**src/rtl/icache_load_controller.sv**
```systemverilog
// Instruction-cache load sequencer.
// Stalls the front end, waits for fetch to drain, assembles a cacheline from a
// byte stream, and writes it to the i-cache. This repeats for the requested
// number of consecutive lines, after which the core is released.
//
// state  | meaning
// -------+--------------------------------------------------------------
// IDLE   | no load in progress; waiting for a start command
// DRAIN  | core held; waiting for fetch to finish outstanding reads
// FILL   | core held; accepting bytes into the line buffer
// WRITE  | single-cycle i-cache write of the assembled line
// DONE   | single-cycle completion pulse; core released
module icache_load_controller #(
    parameter int LINE_BYTES = 32,
    parameter int LINE_W     = LINE_BYTES * 8,
    parameter int ADDR_W     = 5
) (
    input  logic              clock_i,
    input  logic              reset_i,
    input  logic              startLoad_i,
    input  logic [ADDR_W-1:0] baseAddr_i,
    input  logic [ADDR_W:0]   lineCount_i,
    input  logic              abort_i,
    input  logic              fetchIdle_i,
    input  logic              byteValid_i,
    input  logic [7:0]        byteData_i,
    output logic              byteReady_o,
    output logic              coreHold_o,
    output logic              cacheWrEn_o,
    output logic [ADDR_W-1:0] cacheWrAddr_o,
    output logic [LINE_W-1:0] cacheWrData_o,
    output logic              busy_o,
    output logic              done_o
);

    localparam int CNT_W = $clog2(LINE_BYTES);

    localparam logic [CNT_W-1:0]  LAST_BYTE = CNT_W'(LINE_BYTES - 1);
    localparam logic [CNT_W-1:0]  CNT_ONE   = CNT_W'(1);
    localparam logic [ADDR_W:0]   LINE_ONE  = (ADDR_W + 1)'(1);
    localparam logic [ADDR_W-1:0] ADDR_ONE  = ADDR_W'(1);

    typedef enum logic [2:0] {
        S_IDLE  = 3'd0,
        S_DRAIN = 3'd1,
        S_FILL  = 3'd2,
        S_WRITE = 3'd3,
        S_DONE  = 3'd4
    } state_t;

    state_t              state;
    state_t              state_next;

    logic [CNT_W-1:0]    byte_cnt;
    logic [LINE_W-1:0]   line_buf;
    logic [LINE_W-1:0]   line_next;
    logic [ADDR_W-1:0]   cur_addr;
    logic [ADDR_W:0]     lines_left;
    logic [ADDR_W-1:0]   wr_addr_q;
    logic [LINE_W-1:0]   wr_data_q;

    logic                start_ok;
    logic                abort_hit;
    logic                byte_take;
    logic                last_byte;

    assign start_ok  = startLoad_i && (lineCount_i != '0);
    assign abort_hit = abort_i && (state != S_IDLE);
    assign byte_take = (state == S_FILL) && byteValid_i;
    assign last_byte = byte_take && (byte_cnt == LAST_BYTE);

    // Line buffer with the incoming byte merged in at its little-endian slot
    always_comb begin
        line_next = line_buf;
        line_next[{byte_cnt, 3'b000} +: 8] = byteData_i;
    end

    // State register
    always_ff @(posedge clock_i) begin
        if (!reset_i) begin
            state <= S_IDLE;
        end else begin
            state <= state_next;
        end
    end

    // Next-state decode; abort wins over every other transition
    always_comb begin
        state_next = state;
        case (state)
            S_IDLE: begin
                if (start_ok) begin
                    state_next = S_DRAIN;
                end
            end
            S_DRAIN: begin
                if (abort_i) begin
                    state_next = S_IDLE;
                end else if (fetchIdle_i) begin
                    state_next = S_FILL;
                end
            end
            S_FILL: begin
                if (abort_i) begin
                    state_next = S_IDLE;
                end else if (last_byte) begin
                    state_next = S_WRITE;
                end
            end
            S_WRITE: begin
                if (abort_i) begin
                    state_next = S_IDLE;
                end else if (lines_left == LINE_ONE) begin
                    state_next = S_DONE;
                end else begin
                    state_next = S_FILL;
                end
            end
            S_DONE: begin
                state_next = S_IDLE;
            end
            default: begin
                state_next = S_IDLE;
            end
        endcase
    end

    // Byte assembly, line bookkeeping and the held write-port registers.
    // The write port gets its own copy of the line so it can hold its value
    // after the working buffer is cleared for the next line.
    always_ff @(posedge clock_i) begin
        if (!reset_i) begin
            byte_cnt   <= '0;
            line_buf   <= '0;
            cur_addr   <= '0;
            lines_left <= '0;
            wr_addr_q  <= '0;
            wr_data_q  <= '0;
        end else if (abort_hit) begin
            byte_cnt <= '0;
            line_buf <= '0;
        end else begin
            case (state)
                S_IDLE: begin
                    if (start_ok) begin
                        cur_addr   <= baseAddr_i;
                        lines_left <= lineCount_i;
                        byte_cnt   <= '0;
                        line_buf   <= '0;
                    end
                end
                S_FILL: begin
                    if (byte_take) begin
                        line_buf <= line_next;
                        byte_cnt <= byte_cnt + CNT_ONE;
                        if (last_byte) begin
                            wr_addr_q <= cur_addr;
                            wr_data_q <= line_next;
                        end
                    end
                end
                S_WRITE: begin
                    lines_left <= lines_left - LINE_ONE;
                    cur_addr   <= cur_addr + ADDR_ONE;
                    line_buf   <= '0;
                end
                default: begin
                end
            endcase
        end
    end

    // Outputs decoded from registered state only
    always_comb begin
        byteReady_o   = (state == S_FILL);
        coreHold_o    = (state == S_DRAIN) || (state == S_FILL) || (state == S_WRITE);
        cacheWrEn_o   = (state == S_WRITE);
        busy_o        = (state != S_IDLE);
        done_o        = (state == S_DONE);
        cacheWrAddr_o = wr_addr_q;
        cacheWrData_o = wr_data_q;
    end

endmodule

```
**config.mk**
```make
export PLATFORM = sky130hd
export DESIGN_NAME = icache_load_controller
export DESIGN_NICKNAME = d
export VERILOG_FILES = /design/src/rtl/icache_load_controller.sv
export SDC_FILE = /design/constraint.sdc
export NUM_CORES = 1
export LEC_CHECK = 0
export CELL_PAD_IN_SITES_DETAIL_PLACEMENT = 1
export CELL_PAD_IN_SITES_GLOBAL_PLACEMENT = 1
export CORE_MARGIN = 5
export CORE_UTILIZATION = 30
export DETAILED_ROUTE_END_ITERATION = 16
export PLACE_DENSITY_LB_ADDON = 0.1
export SYNTH_ARGS = -nofsm -noshare
export SYNTH_HDL_FRONTEND = slang
export SYNTH_SLANG_ARGS = --single-unit
```
**constraint.sdc**
```tcl
create_clock -name clock_i -period 3.4 [get_ports clock_i]
set_clock_uncertainty 0.2 [all_clocks]
set_input_delay 0.68 -clock clock_i [delete_from_list [all_inputs] [get_ports clock_i]]
set_output_delay 0.68 -clock clock_i [all_outputs]
set_load 0.02 [all_outputs]
```
==> impl_metrics.env, run 1 <==
export IMPL_outcome="completed"
export IMPL_track_usage_pct=23.6
export IMPL_holdPathStages=3
export IMPL_grt_ovfl_total=0
export IMPL_async_flop_share_pct=0
export IMPL_r2r_worst_path_cells=8
export IMPL_ys_types=72
export IMPL_fin_setup_tns_ns=0
export IMPL_antenna_found_initial=2
export IMPL_coreArea_sq_um=75700
export IMPL_drv_cap=0
export IMPL_setup_slack_ns=0.190
export IMPL_die_x_microns=286
export IMPL_max_clock_freq_mhz=312
export IMPL_hold_ws_ns=0.194
export IMPL_worst_setup_path_end_kind="register"
export IMPL_initial_core_util_pct=30.1
export IMPL_synth_top_area_cell="dfxtp_1"
export IMPL_netlist_instances=2620
export IMPL_synth_ff_type="dfxtp_1"
export IMPL_grt_pass1_vias=22700
export IMPL_tritoncts="yes"
export IMPL_crit_fanout=9
export IMPL_path_clk_slew_ns=0.06
export IMPL_required_ns=3.69
export IMPL_wl_per_cell_microns=25.9
export IMPL_finalPower_uw=13800
export IMPL_crit_type="reg -> reg"
export IMPL_fin_nets=2924
export IMPL_fin_crit_sh_pct=94.4
export IMPL_setup_viol=0
export IMPL_die_area_sq_um=81700
export IMPL_area_delta_synth_final_pct=28.4
export IMPL_die_h_microns=286
export IMPL_dpl_worst_slack_ns=-0.00614
export IMPL_synth_seq_cells=536
export IMPL_num_antenna_cells=0
export IMPL_cts_resized=0
export IMPL_synth_top_area_share_pct=47.0
export IMPL_yosys_top_cells_area="dfxtp_1 47%, a21oi_1 7.7%, mux2i_1 5.6%"
export IMPL_p_per_area_nw_per_um2=471
export IMPL_netlist_area_sq_um=22800
export IMPL_seq_area_sq_um=10700
export IMPL_drt_initial_drc_count=1548
export IMPL_postCtsSetupBuffers=0
export IMPL_grt_max_degree=108
export IMPL_drc=0
export IMPL_yosys_warnings=0
export IMPL_cts_root_buf="clkbuf_16"
export IMPL_place_area_sq_um=27400
export IMPL_drive_gt1_share_pct=10.2
export IMPL_cts_buffers_inserted=59
export IMPL_drt_pass1_iterations=5
export IMPL_relSlewSlack_pct=31.8
export IMPL_ctsHoldBuffers=0
export IMPL_wl_met2_microns=48900
export IMPL_io_pins=291
export IMPL_port_buffers=290
export IMPL_worst_pin_slew_ns=1.02
export IMPL_clk_path_buf_depth=3
export IMPL_hold_viol=0
export IMPL_final_common_cell="dfxtp_1"
export IMPL_fin_area_sq_um=29300
export IMPL_slew_viol_final=0
export IMPL_multi_input_area_sq_um=11100
export IMPL_crit_arrival_ns=3.50
export IMPL_avgSynthCellArea_sq_um=8.71
export IMPL_clock_latency_ns=0.64
export IMPL_ys_seq_area_share_pct=47.0
export IMPL_critPathLaunchType="register"
export IMPL_grt_pass1_wl_microns=150000
export IMPL_syn_nets=2654
export IMPL_rsz0062_at_grt="no"
export IMPL_max_vdd_ir_drop_v=0.000410
export IMPL_ant_nets=0
export IMPL_route_met3_wl_microns=4590
export IMPL_hpwl_microns=71500
export IMPL_fill_cells=8648
export IMPL_routabilityCongestion=0.845
export IMPL_drt_wl_total_microns=101000
export IMPL_htree_levels=2
export IMPL_fp_row_count=101
export IMPL_period_minus_slack_ns=3.21
export IMPL_layout_common_cells="536 x dfxtp_1, 349 x a21oi_1, 289 x clkdlybuf4s50_1"
export IMPL_wl_met1_microns=45500
export IMPL_p_leak_uw=0.00989
export IMPL_hold_path_class="in -> reg"
export IMPL_via_per_inst=5.64
export IMPL_dr_max_layer_used="met4"
export IMPL_numClockSinks=536
export IMPL_synth_edf_count=0
export IMPL_vias=22000
-- critical path, cell delays in order, from the launching register on --
cell	delay [ns]
dfxtp_1	0.49
inv_1	0.12
ha_1	0.32
nor2b_1	0.18
a32o_1	0.40
buf_4	0.23
o21ai_1	0.59
mux2i_1	0.42
a211oi_1	0.12
-- cell type report --
| class | count | area share [%] |
|---|---|---|
| Multi-Input combinational cell | 1825 | 37.8 |
| Sequential cell | 536 | 36.6 |
| Timing Repair Buffer | 458 | 14.9 |
| Clock buffer | 84 | 5.77 |
| Tap cell | 978 | 4.18 |
| Clock inverter | 17 | 0.602 |
| Inverter | 10 | 0.128 |
-- power by group --
| group | internal (uW) | switching [uW] |
|---|---|---|
| Sequential | 6300 | 34.6 |
| Combinational | 275 | 801 |
| Clock | 3650 | 2730 |
| Total | 10200 | 3570 |
-- per-stage QoR --
step	instances	utilization, %
final	3908	38.7
after global routing	3908	38.7
after CTS	3908	38.7
after detailed placement	3807	36.2
after global placement	3807	36.2
after floorplan	2620	-
-- cells by family after synthesis --
family	synth area share, %
AO/OA/AOI/OAI	26.9
AND/OR/NAND/NOR	15.2
flip-flops	47.0
buffers and inverters	4.69
multiplexers	5.61
adder cells (fa/ha/maj)	0.493
XOR/XNOR	0.0768
-- registers in the layout, summed over array words and instances (netlist names) --
register       cells
cur_addr           5
lines_left         6
line_buf         256
state              3
cacheWrAddr_o      5
cacheWrData_o    256
byte_cnt           5
-- synth_stat cells (all sizes together) (21+ instances only) --
master	number
dfxtp	536
a21oi	349
o21ai	242
nand2	221
clkbuf	185
nand3	183
mux2i	128
nor2	117
a22oi	79
o2bb2ai	66
buf	64
nor3	59
and2	42
and3	42
a221o	41
a211oi	32
a32oi	32
a311oi	26
o31ai	26
o211ai	21
-- layer usage --
metal  vias up  global-route usage [%]
li1      10200                       -
met1     11100                    31.6
met2       558                    40.6
met3       125                    3.32
met4         0                    5.15
met5         -                       0
-- worst paths after layout --
| check | slack (ns) | start | endpoint |
|---|---|---|---|
| setup / recovery | 0.19 | byte_cnt[1]$_SDFFE_PP0P_ | cacheWrData_o[139]$_SDFFE_PN0P_ |
| hold / removal | 0.19 | reset_i | state[2]$_SDFFE_PN0P_ |
| setup reg to reg | 0.19 | byte_cnt[1]$_SDFFE_PP0P_ | cacheWrData_o[139]$_SDFFE_PN0P_ |
| hold reg to reg | 0.24 | cacheWrData_o[56]$_SDFFE_PN0P_ | cacheWrData_o[56]$_SDFFE_PN0P_ |
Note: power is estimated with default switching activity, not from simulation.
==> run 2: changes to the inputs <==
- CORE_MARGIN: 5 -> 4
==> run 2 against run 1 <==
Net effect:
- non-clock buffer count is 10 higher
- core utilization grew 0.85 points
- register-to-register slack better by 0.07 ns
- routed wire length down 0.84%
- first-iteration DRC count rose by 10%
- global-route usage increased by 0.28 points
- clock-buffer cell count increased by 10
- critical path depth is 1 lower
==> impl_metrics.env, run 2 (same netlist as run 1, synthesis figures left out) <==
export IMPL_initial_core_util_pct=30.4
export IMPL_vias=22200
export IMPL_cts_root_buf="clkbuf_16"
export IMPL_worst_setup_path_end_kind="register"
export IMPL_antenna_found_initial=1
export IMPL_crit_type="reg -> reg"
export IMPL_drt_initial_drc_count=1709
export IMPL_swShare_pct=25.0
export IMPL_final_common_cell="dfxtp_1"
export IMPL_cpPeakStageDelay_ns=0.61
export IMPL_worst_pin_slew_ns=1.21
export IMPL_period_minus_slack_ns=3.14
export IMPL_routabilityCongestion=0.844
export IMPL_setup_slack_ns=0.259
export IMPL_die_h_microns=284
export IMPL_max_vdd_ir_drop_v=0.000348
export IMPL_io_pins=291
export IMPL_clock_latency_ns=0.62
export IMPL_wl_per_cell_microns=25.6
export IMPL_drv_cap=0
export IMPL_crit_family="compound AO/OA/AOI/OAI gates"
export IMPL_hold_viol=0
export IMPL_busiest_layer="met2"
export IMPL_die_x_microns=284
export IMPL_crit_fanout=9
export IMPL_grt_pass1_wl_microns=151000
export IMPL_tritoncts="yes"
export IMPL_coreArea_sq_um=74900
export IMPL_area_delta_synth_final_pct=29.9
export IMPL_clk_path_buf_depth=3
export IMPL_grtUsageMet3_pct=3.00
export IMPL_power_switching_uw=3560
export IMPL_path_buf_inv=1
export IMPL_fp_row_count=100
export IMPL_postCtsSetupBuffers=0
export IMPL_cts_resized=0
export IMPL_place_area_sq_um=27600
export IMPL_slew_viol_final=0
export IMPL_drt_pass1_iterations=5
export IMPL_port_buffers=290
export IMPL_seqPwrFrac_pct=44.5
export IMPL_p_per_area_nw_per_um2=481
export IMPL_power_share_clock_pct=48.0
export IMPL_die_area_sq_um=80500
export IMPL_crit_arrival_ns=3.43
export IMPL_setup_viol=0
export IMPL_ctsHoldBuffers=0
export IMPL_cp_cell_sequence="inv_1 -> ha_1 -> xnor2_1 -> nand2_1 -> a31oi_2 -> o21ai_1 -> o2bb2ai_1"
export IMPL_max_clock_freq_mhz=318
export IMPL_grt_pass1_vias=23000
export IMPL_relSlewSlack_pct=18.8
export IMPL_outcome="completed"
export IMPL_layout_common_cells="536 x dfxtp_1, 349 x a21oi_1, 289 x clkdlybuf4s50_1"
export IMPL_use_met1_pct=33.2
export IMPL_hold_path_class="reg -> reg"
export IMPL_path_clk_slew_ns=0.06
export IMPL_htree_levels=2
export IMPL_grt_max_degree=123
export IMPL_grt_ovfl_total=0
export IMPL_p_leak_uw=0.0100
export IMPL_numClockSinks=536
export IMPL_fin_area_sq_um=29600
export IMPL_dpl_worst_slack_ns=-0.269
export IMPL_fin_crit_sh_pct=92.4
export IMPL_comb_power_share_pct=7.5
export IMPL_drt_wl_total_microns=100000
export IMPL_critPathLaunchType="register"
export IMPL_via_per_inst=5.66
export IMPL_drive_gt1_share_pct=10.6
export IMPL_hpwl_microns=70500
export IMPL_p_int_uw=10700
export IMPL_track_usage_pct=23.9
export IMPL_use_met2_pct=39.3
export IMPL_drc=0
export IMPL_timing_reg2reg_setup_slack_ns=0.26
export IMPL_ant_nets=0
export IMPL_crit_slowest_cell="xnor2_1"
export IMPL_cts_buffers_inserted=61
export IMPL_rsz0062_at_grt="no"
export IMPL_fin_nets=2936
export IMPL_required_ns=3.69
==> run 2: final cells by class <==
class / count / area, sq um
multi-input cells: 1825 / 11100
diodes: 1 / 2.50
flip-flops and latches: 536 / 10700
clock inverters: 17 / 264
clock buffers: 94 / 1790
inverters: 10 / 37.5
fillers: 8440 / 45300
well taps: 969 / 1210
repair buffers: 468 / 4550
==> run 2: path summary, 6_finish.rpt <==
check / from / endpoint / cells after the start
setup / recovery: byte_cnt[0]$_SDFFE_PP0P_ / line_buf[37]$_SDFFE_PP0P_ / 7
hold / removal: cacheWrData_o[56]$_SDFFE_PN0P_ / cacheWrData_o[56]$_SDFFE_PN0P_ / 2
setup reg to reg: byte_cnt[0]$_SDFFE_PP0P_ / line_buf[37]$_SDFFE_PP0P_ / 7
hold reg to reg: cacheWrData_o[56]$_SDFFE_PN0P_ / cacheWrData_o[56]$_SDFFE_PN0P_ / 2
==> run 2: per-layer routing <==
layer  wire (microns)  vias to the layer above
li1                 -                    10200
met1            46500                    11200
met2            46600                      643
met3             4570                      142
met4             2520                        0
met5                0                        -
==> run 2: metrics by stage <==
step	hold WS, ns	TNS, ns	cells	total power (uW)	util [%]
2_1_floorplan	0.226	0	2620	7070	-
3_3_place_gp	0.233	-0.911	3808	7520	36.8
3_5_place_dp	0.239	-1.34	3808	7540	36.8
4_1_cts	0.255	0	3919	14400	39.6
5_1_grt	0.274	0	3919	14700	39.6
6_report	0.254	0	3920	14300	39.6
==> run 2: power by group through the flow <==
stage / Sequential [uW] / Clock [uW] / Combinational [uW]
2_1_floorplan: 6460 / 0 / 607
3_3_place_gp: 6480 / 0 / 1040
3_5_place_dp: 6480 / 0 / 1060
4_1_cts: 6340 / 7000 / 1060
5_1_grt: 6340 / 7250 / 1140
6_report: 6340 / 6850 / 1070
==> run 2: worst register-to-register path, delay by kind of cell, from the launching register on <==
kind | cells | cell delay [ns]
flops | 1 | 0.33
xor+xnor | 1 | 0.62
simple gates | 1 | 0.36
buf+inv | 1 | 0.09
compound gates | 3 | 1.09
fa+ha+maj | 1 | 0.32
